<file path="config.mk">
export PLATFORM = sky130hd
export DESIGN_NAME = nq_exec_ctrl
export DESIGN_NICKNAME = d
export VERILOG_FILES = /design/src/rtl/nq_ctrl_pkg.sv /design/src/rtl/nq_ctrl_decode.sv /design/src/rtl/nq_exec_ctrl.sv
export SDC_FILE = /design/constraint.sdc
export NUM_CORES = 1
export LEC_CHECK = 0
export CAP_MARGIN = 10
export CORE_MARGIN = 3
export CORE_UTILIZATION = 49
export DETAILED_ROUTE_END_ITERATION = 6
export PLACE_DENSITY = 0.78
export SYNTH_ARGS = -nofsm -noshare
export SYNTH_HDL_FRONTEND = slang
export SYNTH_SLANG_ARGS = --single-unit
</file>
<file path="constraint.sdc">
create_clock -name clk -period 2.5 [get_ports clk]
set_clock_uncertainty 0.2 [all_clocks]
set_input_delay 0.375 -clock clk [delete_from_list [all_inputs] [get_ports clk]]
set_output_delay 0.375 -clock clk [all_outputs]
set_load 0.1 [all_outputs]
</file>
<file path="src/rtl/nq_ctrl_pkg.sv">
// rtl/nq_ctrl_pkg.sv - shared opcodes, function codes, pc-select codes and state encoding
package nq_ctrl_pkg;

  localparam logic [1:0] OP_R  = 2'b00;
  localparam logic [1:0] OP_I  = 2'b01;
  localparam logic [1:0] OP_J  = 2'b10;
  localparam logic [1:0] OP_BR = 2'b11;

  // R-type function codes
  localparam logic [2:0] F_NAND = 3'b000;
  localparam logic [2:0] F_OR   = 3'b001;
  localparam logic [2:0] F_AND  = 3'b010;
  localparam logic [2:0] F_NOR  = 3'b011;
  localparam logic [2:0] F_XOR  = 3'b100;
  localparam logic [2:0] F_ADD  = 3'b101;
  localparam logic [2:0] F_SLT  = 3'b110;
  localparam logic [2:0] F_SUB  = 3'b111;

  // I-type function codes
  localparam logic [2:0] F_LUI = 3'b000;
  localparam logic [2:0] F_LBI = 3'b001;
  localparam logic [2:0] F_SUI = 3'b010;
  localparam logic [2:0] F_SBI = 3'b011;
  localparam logic [2:0] F_LW  = 3'b100;
  localparam logic [2:0] F_LB  = 3'b101;
  localparam logic [2:0] F_SW  = 3'b110;
  localparam logic [2:0] F_SB  = 3'b111;

  // J-type function codes
  localparam logic [2:0] F_JMP = 3'b000;
  localparam logic [2:0] F_JR  = 3'b001;

  localparam logic [1:0] PC_SEL_PC2  = 2'b00;
  localparam logic [1:0] PC_SEL_JMP  = 2'b01;
  localparam logic [1:0] PC_SEL_REG  = 2'b10;
  localparam logic [1:0] PC_SEL_BOFF = 2'b11;

  localparam logic [1:0] S_IDLE = 2'b00;
  localparam logic [1:0] S_EXEC = 2'b01;
  localparam logic [1:0] S_MEM  = 2'b10;
  localparam logic [1:0] S_WB   = 2'b11;

  typedef enum logic [1:0] {
    CLS_NOP  = 2'b00,
    CLS_ALU  = 2'b01,
    CLS_MEM  = 2'b10,
    CLS_CTRL = 2'b11
  } nq_class_e;

endpackage

</file>
<file path="src/rtl/nq_ctrl_decode.sv">
// rtl/nq_ctrl_decode.sv - combinational instruction class decode
module nq_ctrl_decode
  import nq_ctrl_pkg::*;
(
  input  logic [1:0] op,
  input  logic [2:0] funct,
  output logic [1:0] cls,
  output logic       is_load,
  output logic       is_store,
  output logic       is_byte,
  output logic       wb_en
);

  always_comb begin
    cls      = CLS_NOP;
    is_load  = 1'b0;
    is_store = 1'b0;
    is_byte  = 1'b0;
    wb_en    = 1'b0;
    case (op)
      OP_R: begin
        cls   = CLS_ALU;
        wb_en = 1'b1;
      end
      OP_I: begin
        case (funct)
          F_LUI, F_LBI: begin
            cls   = CLS_ALU;
            wb_en = 1'b1;
          end
          F_SUI, F_SW: begin
            cls      = CLS_MEM;
            is_store = 1'b1;
          end
          F_SBI, F_SB: begin
            cls      = CLS_MEM;
            is_store = 1'b1;
            is_byte  = 1'b1;
          end
          F_LW: begin
            cls     = CLS_MEM;
            is_load = 1'b1;
            wb_en   = 1'b1;
          end
          F_LB: begin
            cls     = CLS_MEM;
            is_load = 1'b1;
            is_byte = 1'b1;
            wb_en   = 1'b1;
          end
          default: cls = CLS_NOP;
        endcase
      end
      // unused J function codes fall through as NOP
      OP_J: begin
        if (funct == F_JMP || funct == F_JR) cls = CLS_CTRL;
      end
      OP_BR: cls = CLS_CTRL;
      default: cls = CLS_NOP;
    endcase
  end

endmodule

</file>
<file path="src/rtl/nq_exec_ctrl.sv">
// rtl/nq_exec_ctrl.sv - multi-cycle execute/memory/write-back sequencer
module nq_exec_ctrl
  import nq_ctrl_pkg::*;
#(
  parameter int MEM_TIMEOUT = 15,
  parameter int TO_W        = 8
) (
  input  logic       clk,
  input  logic       rst,
  input  logic       instr_valid,
  output logic       instr_ready,
  input  logic [1:0] op_in,
  input  logic [2:0] funct_in,
  input  logic       bne_cond,
  input  logic       mem_ack,
  output logic       mem_req,
  output logic       mem_byte,
  output logic       memread,
  output logic       memwrite,
  output logic       regwrite,
  output logic       jmp,
  output logic       jr,
  output logic       bne,
  output logic [1:0] pc_sel,
  output logic       flush,
  output logic       stall,
  output logic       timeout_err
);

  localparam logic [TO_W-1:0] TO_LIMIT = TO_W'(MEM_TIMEOUT);

  logic [1:0]      state;
  logic [1:0]      op_q;
  logic [2:0]      funct_q;
  logic [TO_W-1:0] to_cnt;
  logic [TO_W-1:0] to_cnt_inc;

  logic [1:0] cls;
  logic       is_load;
  logic       is_store;
  logic       is_byte;
  logic       wb_en;

  nq_ctrl_decode u_decode (
    .op       (op_q),
    .funct    (funct_q),
    .cls      (cls),
    .is_load  (is_load),
    .is_store (is_store),
    .is_byte  (is_byte),
    .wb_en    (wb_en)
  );

  assign to_cnt_inc = to_cnt + 1'b1;

  always_ff @(posedge clk or negedge rst) begin
    if (!rst) begin
      state       <= S_IDLE;
      op_q        <= 2'b00;
      funct_q     <= 3'b000;
      to_cnt      <= '0;
      timeout_err <= 1'b0;
    end else begin
      case (state)
        S_IDLE: begin
          if (instr_valid) begin
            op_q    <= op_in;
            funct_q <= funct_in;
            state   <= S_EXEC;
          end
        end
        S_EXEC: begin
          to_cnt <= '0;
          if (cls == CLS_ALU)      state <= S_WB;
          else if (cls == CLS_MEM) state <= S_MEM;
          else                     state <= S_IDLE;
        end
        S_MEM: begin
          // ack takes priority over a timeout landing in the same cycle
          if (mem_ack) begin
            to_cnt <= '0;
            state  <= is_load ? S_WB : S_IDLE;
          end else if (to_cnt_inc == TO_LIMIT) begin
            to_cnt      <= '0;
            timeout_err <= 1'b1;
            state       <= S_IDLE;
          end else begin
            to_cnt <= to_cnt_inc;
          end
        end
        S_WB:    state <= S_IDLE;
        default: state <= S_IDLE;
      endcase
    end
  end

  logic in_exec_ctrl;
  logic is_jmp;
  logic is_jr;
  logic is_bne;

  assign in_exec_ctrl = (state == S_EXEC) && (cls == CLS_CTRL);
  assign is_jmp       = in_exec_ctrl && (op_q == OP_J) && (funct_q == F_JMP);
  assign is_jr        = in_exec_ctrl && (op_q == OP_J) && (funct_q == F_JR);
  assign is_bne       = in_exec_ctrl && (op_q == OP_BR);

  always_comb begin
    pc_sel = PC_SEL_PC2;
    if (is_jmp)                   pc_sel = PC_SEL_JMP;
    else if (is_jr)               pc_sel = PC_SEL_REG;
    else if (is_bne && bne_cond)  pc_sel = PC_SEL_BOFF;
  end

  assign instr_ready = (state == S_IDLE);
  assign stall       = ~instr_ready;
  assign jmp         = is_jmp;
  assign jr          = is_jr;
  assign bne         = is_bne;
  assign flush       = is_jmp | is_jr | (is_bne & bne_cond);

  // memread stays up through WB so the memory mux keeps presenting load data
  assign mem_req  = (state == S_MEM);
  assign memread  = is_load && ((state == S_MEM) || (state == S_WB));
  assign memwrite = is_store && (state == S_MEM);
  assign mem_byte = is_byte && (state == S_MEM);
  assign regwrite = wb_en && (state == S_WB);

endmodule

</file>
==> out/qor.yml <==
status:
  status: "complete, but fails checks"
  violations: "negative setup slack"
global_route:
  antenna_found_initial: 0
  grt_pass1_wl_microns: 4850
  gr-total-overflow: 0
  grt_max_degree: 17
  grt_pass1_vias: 1011
  track_usage_pct: 24.7
placement:
  routabilityCongestion: 0.888
  place_area_sq_mm: 0.00152
  hpwl_microns: 2030
  io_buffers: 23
run:
  drv_cap: 0
floorplan:
  die_height_microns: 52.6
  start_util_pct: 53.1
  dieArea_sq_mm: 0.00276
  io-pin-count: 24
  fp.dieW_microns: 52.6
  rows: 16
  coreArea_sq_mm: 0.00200
critical_path:
  cp-startpoint: "funct_q[2]$_DFFE_PN0P_"
  r2r_start: "state[0]$_DFFE_PN0P_"
  required_ns: 1.92
  crit_fanout: 5
  crit_path_end_kind: "output port"
  crit_type: "reg -> out"
  arrival_ns: 2.01
  cp-start-kind: "register"
synthesis:
  synth_top_flop_cell: "dfrtp_1"
  netlist.area_leader.share_pct: 37.7
  synth_top_cell_by_area: "dfrtp_1"
  yosysSeqAreaShare_pct: 37.7
  ys_ff_latch: 16
  ys_top_cells_by_area: "dfrtp_1, ha_1, mux2_2, inv_1, nand2_1"
  syn_nets: 127
  netlist_area_sq_mm: 0.00106
  avgSynthCellArea_sq_um: 9.75
  async_flop_share_pct: 100
  ys_warn_count: 0
  synthDistinctLibCells: 33
  synth_edf_count: 0
  synthCells: 109
cells_and_area:
  antenna_cells: 0
  drive_above_1_share_pct: 41.5
  final_common_cell: "buf_4"
  fin_nets: 167
  syn_to_final_growth_pct: 59.5
  final_cell_mix: "buf_4, dfrtp_1, buf_12"
  finish.utilization_pct: 84.6
  stdcell_area_sq_mm: 0.00169
sta:
  rsz0062_at_grt: "yes"
  worst_pin_slew_ns: 0.738
  finalMaxSlewViolations: 0
  post-route-min-period_ns: 2.59
  setup-violations-final: 5
  whs_ns: 0.272
  period_share_pct: 103
  max_freq_mhz: 387
  setup_slack_ns: -0.0868
  slew_headroom_pct: 50.7
  hold_viol: 0
clock_network:
  clock_sinks: 16
  cts-root-buf: "clkbuf_4"
  htree_num_levels: 1
  insertion_delay_ns: 0.27
  cts_max_path_buffers: 2
  cts_buffers: 3
  cts_tree: "built"
  hold_buffers: 0
  clkTransAtPathRegs_ns: 0.09
routing:
  finalWirelength_microns: 3150
  viasPerCell: 5.70
  firstDrtPassIters: 4
  antenna_left: 0
  wire_per_inst_microns: 18.1
  drt_iter0_drc: 36
  vias: 992
  drc_errors: 0
power:
  vdd_drop_max_mv: 0.980
  p_int_mw: 0.967
  power.share.sequential_pct: 21.5
  p_sw_mw: 0.929
  p_sw_share_pct: 49.0
  clkPwrFrac_pct: 6.6
  powerDensity_mw_per_mm2: 1120
  p_leak_nw: 0.713
  pwr-share-comb_pct: 71.8
  p_total_mw: 1.90
worst_hold_path:
  holdCritStartpoint: "timeout_err$_DFFE_PN0P_"
  hold_path.class: "reg -> reg"
==> layout make-up <==
cell class | count | area, sq um
clock buffers | 3 | 22.5
well taps | 27 | 33.8
fillers | 106 | 308
inverters | 12 | 45.0
flip-flops and latches | 16 | 404
repair buffers | 37 | 458
multi-input cells | 79 | 731
==> worst paths after layout <==
path / endpoint / slack, ns / depth (start not counted)
worst max-delay path: jr / -0.09 / 8
worst max register to register: state[0]$_DFFE_PN0P_ / 0.46 / 6
min in group asynchronous: to_cnt[4]$_DFFE_PN0P_ / 0.33 / 1
worst min-delay path: timeout_err$_DFFE_PN0P_ / 0.27 / 2
worst min register to register: timeout_err$_DFFE_PN0P_ / 0.27 / 2
max in group asynchronous: funct_q[1]$_DFFE_PN0P_ / 1.25 / 1
==> through the flow <==
step           TNS (ns)  setup WS [ns]  instances
2_1_floorplan     -2.41         -0.726        109
5_1_grt          -0.839         -0.176        174
3_3_place_gp          0          0.113        159
3_5_place_dp    -0.0844        -0.0394        159
4_1_cts          -0.223        -0.0551        172
6_report         -0.374        -0.0868        174
==> per-layer routing <==
| metal | GRT usage, % | share of wire (%) |
|---|---|---|
| met1 | 27.8 | 39 |
| met2 | 47.9 | 54 |
| met3 | 1.71 | 4.9 |
| met4 | 8.51 | 1.8 |
| met5 | 0 | 0 |
==> worst max-delay path: stages, from the launching register on <==
cell      delay [ns]
dfrtp_2         0.44
buf_4           0.15
o22ai_4         0.18
ha_4            0.18
nand3_4         0.08
nand3b_1        0.19
buf_6           0.15
nor2_2          0.15
buf_12          0.20
==> registers in the layout (all words and copies together) (netlist names) <==
| register | flops |
|---|---|
| funct_q | 3 |
| op_q | 2 |
| state | 2 |
| timeout_err | 1 |
| to_cnt | 8 |
==> repair_timing <==
action / CTS / global route
endpoints found under the setup margin: 5 / 5
gates cloned: 0 / 0
gates resized for setup: 14 / 2
buffers inserted: 10 / 2
pin swaps: 3 / 3
==> power by group through the flow <==
stage                     logic [mW]  registers, mW  clock network [mW]
final                           1.36          0.409               0.125
after floorplan                0.722          0.387                   0
after global placement          1.01          0.389                   0
after detailed placement        1.05          0.398                   0
after global routing            1.43          0.414               0.139
after CTS                       1.29          0.398               0.131
==> cell families (layout without fill, tap and decap cells) <==
kind of cell / Yosys count / after routing / synth area share, %
adders and majority gates: 8 / 8 / 9.42
and+or+nand+nor: 37 / 37 / 18.0
AOI/OAI and AO/OA: 24 / 24 / 17.6
DFF: 16 / 16 / 37.7
muxes: 8 / 8 / 8.24
xor gates and xnor gates: 2 / 2 / 3.42
buffers and inverters: 14 / 52 / 5.65
==> cell usage after synthesis (2+ instances only) <==
cell,count
nand3b_1,2
ha_1,8
nor3_1,2
nor2b_1,3
o22ai_1,3
nand3_1,6
inv_1,12
mux2_2,6
a21bo_1,2
o2bb2ai_1,2
nand2_1,9
dfrtp_1,16
mux2i_1,2
a21oi_1,2
nor3b_1,2
nand2b_1,3
o31ai_1,2
and3_1,3
nor2_1,6
o21ai_0,5
(Power assumes the default switching activity.)
==> variant (same flow settings) <==
Put one more register stage on the output `timeout_err`, cleared by the reset. The value now appears one clock later. The other outputs are not delayed to match.
--- a/src/rtl/nq_exec_ctrl.sv
+++ b/src/rtl/nq_exec_ctrl.sv
@@ -31,2 +31,4 @@
 
+  logic timeout_err_s0;
+
   logic [1:0]      state;
@@ -61,3 +63,3 @@
       to_cnt      <= '0;
-      timeout_err <= 1'b0;
+      timeout_err_s0 <= 1'b0;
     end else begin
@@ -84,3 +86,3 @@
             to_cnt      <= '0;
-            timeout_err <= 1'b1;
+            timeout_err_s0 <= 1'b1;
             state       <= S_IDLE;
@@ -127,2 +129,10 @@
 
+  always_ff @(posedge clk or negedge rst) begin
+    if (!rst) begin
+      timeout_err <= '0;
+    end else begin
+      timeout_err <= timeout_err_s0;
+    end
+  end
+
 endmodule
Behaviour: same outputs for any inputs over 10 cycles, from zero or initial values and one cycle with rst low; that may be too few to reach the edited logic, so the function may still have changed.
==> variant against the unedited design <==
The flow still finishes with violations (negative setup slack). Synthesized cell count grew 0.92%. Area after synthesis grew 2.4%. First-iteration DRC count is 53% lower. Sequential cell count is 1 higher. Design area increased by 0.22%. Clock power rose by 18%. Worst setup slack got worse by 77 ps. Power is 0.94% lower. Count of clock-buffer cells in the layout up 1. Routed wire length is 12% higher. Critical endpoint is now pc_sel[0]. Largest power group unchanged. Highest routed layer unchanged.
==> variant: results <==
metrics = {
    "cts": {
        "ctsResizeCount": 14,
        "clock_path_buffers": 2,
        "htreeDepth": 1,
        "cts_root_buf": "clkbuf_4",
        "clkLatencyLatePin_ps": 290,
        "clk_pin_slew_worst_paths_ps": 100,
        "cts_made_buffers": 3,
    },
    "layout": {
        "fillers": 106,
        "drive_gt1_share_pct": 39.9,
        "top_regs": "to_cnt x8, funct_q x3",
        "layout.nets": 167,
    },
    "timing": {
        "setup_viol": 5,
        "setup_ws_ps": -163,
        "setup_tns_ps": -677,
        "worstMarginPinSlew_ps": 479,
    },
    "route": {
        "drt-wirelength-per-cell_um": 20.1,
        "viasPerCell": 5.77,
        "drt-initial-drc-count": 17,
        "drtPass1Iterations": 4,
    },
    "synthesis": {
        "yosysTopAreaCell": "dfrtp_1",
        "async_flop_share_pct": 100,
        "yosys-top-cells-area": "dfrtp_1 (39%), ha_1 (9.2%), mux2_2 (6.2%), inv_1 (4.1%), nand2_1 (3.1%)",
        "ys_seq_area_share_pct": 39.1,
        "netlist_top_cells_count": "dfrtp_1 (17), inv_1 (12), nand2_1 (9), ha_1 (8)",
        "synth_nets": 128,
    },
    "power": {
        "powerClk_mw": 0.147,
        "switching_share_pct": 50.5,
        "p_comb_share_pct": 69.3,
        "switchingPower_mw": 0.948,
        "p_leak_nw": 0.715,
        "vdd_ir_drop_max_v": 0.000867,
    },
    "setup_path": {
        "worstPathArrival_ps": 2090,
        "crit_path_max_fanout": 5,
    },
    "grt": {
        "grt_pass1_vias": 986,
        "grt_max_degree": 18,
        "grt_usage_pct": 25.0,
        "grt_pass1_wl_um": 4890,
        "antenna_found_initial": 0,
    },
    "outcome": {
        "violations": "negative setup slack",
        "outcome": "finished, violations left",
    },
    "worst_hold_path": {
        "hp-class": "flip-flop to flip-flop",
    },
    "placement": {
        "place_area_mm2": 0.00153,
        "gp_congestion": 0.781,
        "numPortBuffers": 23,
        "hpwl_um": 1980,
    },
}
variant: changes by cell type in the layout (fill, tap and decap cells not counted), sizes merged:
cell and change:
buf -1, clkbuf +1, dfrtp +1
variant: routing by layer:
| metal | wire length [µm] | global-route usage (%) |
|---|---|---|
| met1 | 1460 | 29.3 |
| met2 | 1780 | 44.4 |
| met4 | 155 | 12.3 |
| met3 | 132 | 2.82 |
| met5 | 0 | 0 |
variant: layout make-up:
type                    instances  share of cell area (%)
clock buffers                   4                    1.55
inverters                      12                    2.65
multi-input cells              79                    42.7
flip-flops and latches         17                    25.3
well taps                      27                    1.99
repair buffers                 36                    25.8
variant: final timing paths:
kind	slack (ps)	from	endpoint	cells after the start
setup / recovery	-160	funct_q[1]	pc_sel[0]	9
hold / removal	200	timeout_err_s0	timeout_err	0
setup reg to reg	450	state[0]	to_cnt[0]	6
hold reg to reg	200	timeout_err_s0	timeout_err	0
max in group asynchronous	1670	rst	funct_q[2]	2
min in group asynchronous	210	rst	to_cnt[4]	2
variant: logic make-up after synthesis:
| group | after synthesis | synth area share, % |
|---|---|---|
| simple gates | 37 | 17.6 |
| compound gates | 24 | 17.1 |
| flops | 17 | 39.1 |
| buf+inv | 14 | 5.52 |
| mux | 8 | 8.05 |
| fa+ha+maj | 8 | 9.21 |
| xor+xnor | 2 | 3.34 |
variant: critical path, stage by stage, from the launching register on:
cell and delay, ps:
dfrtp_1 440, nor2_4 150, mux2i_2 90, inv_1 90
ha_2 200, nand3_4 100, nand3b_1 200, buf_6 170
o21ai_4 170, buf_12 200
variant: stage by stage:
stage	utilization, %	hold WS [ps]	worst slack [ps]	std cells
after global routing	84.0	198	-228	175
after detailed placement	75.6	163	-8.28	160
final	84.0	200	-163	175
after floorplan	-	-121	-726	110
after CTS	83.2	188	-21.9	174
after global placement	75.6	165	119	160
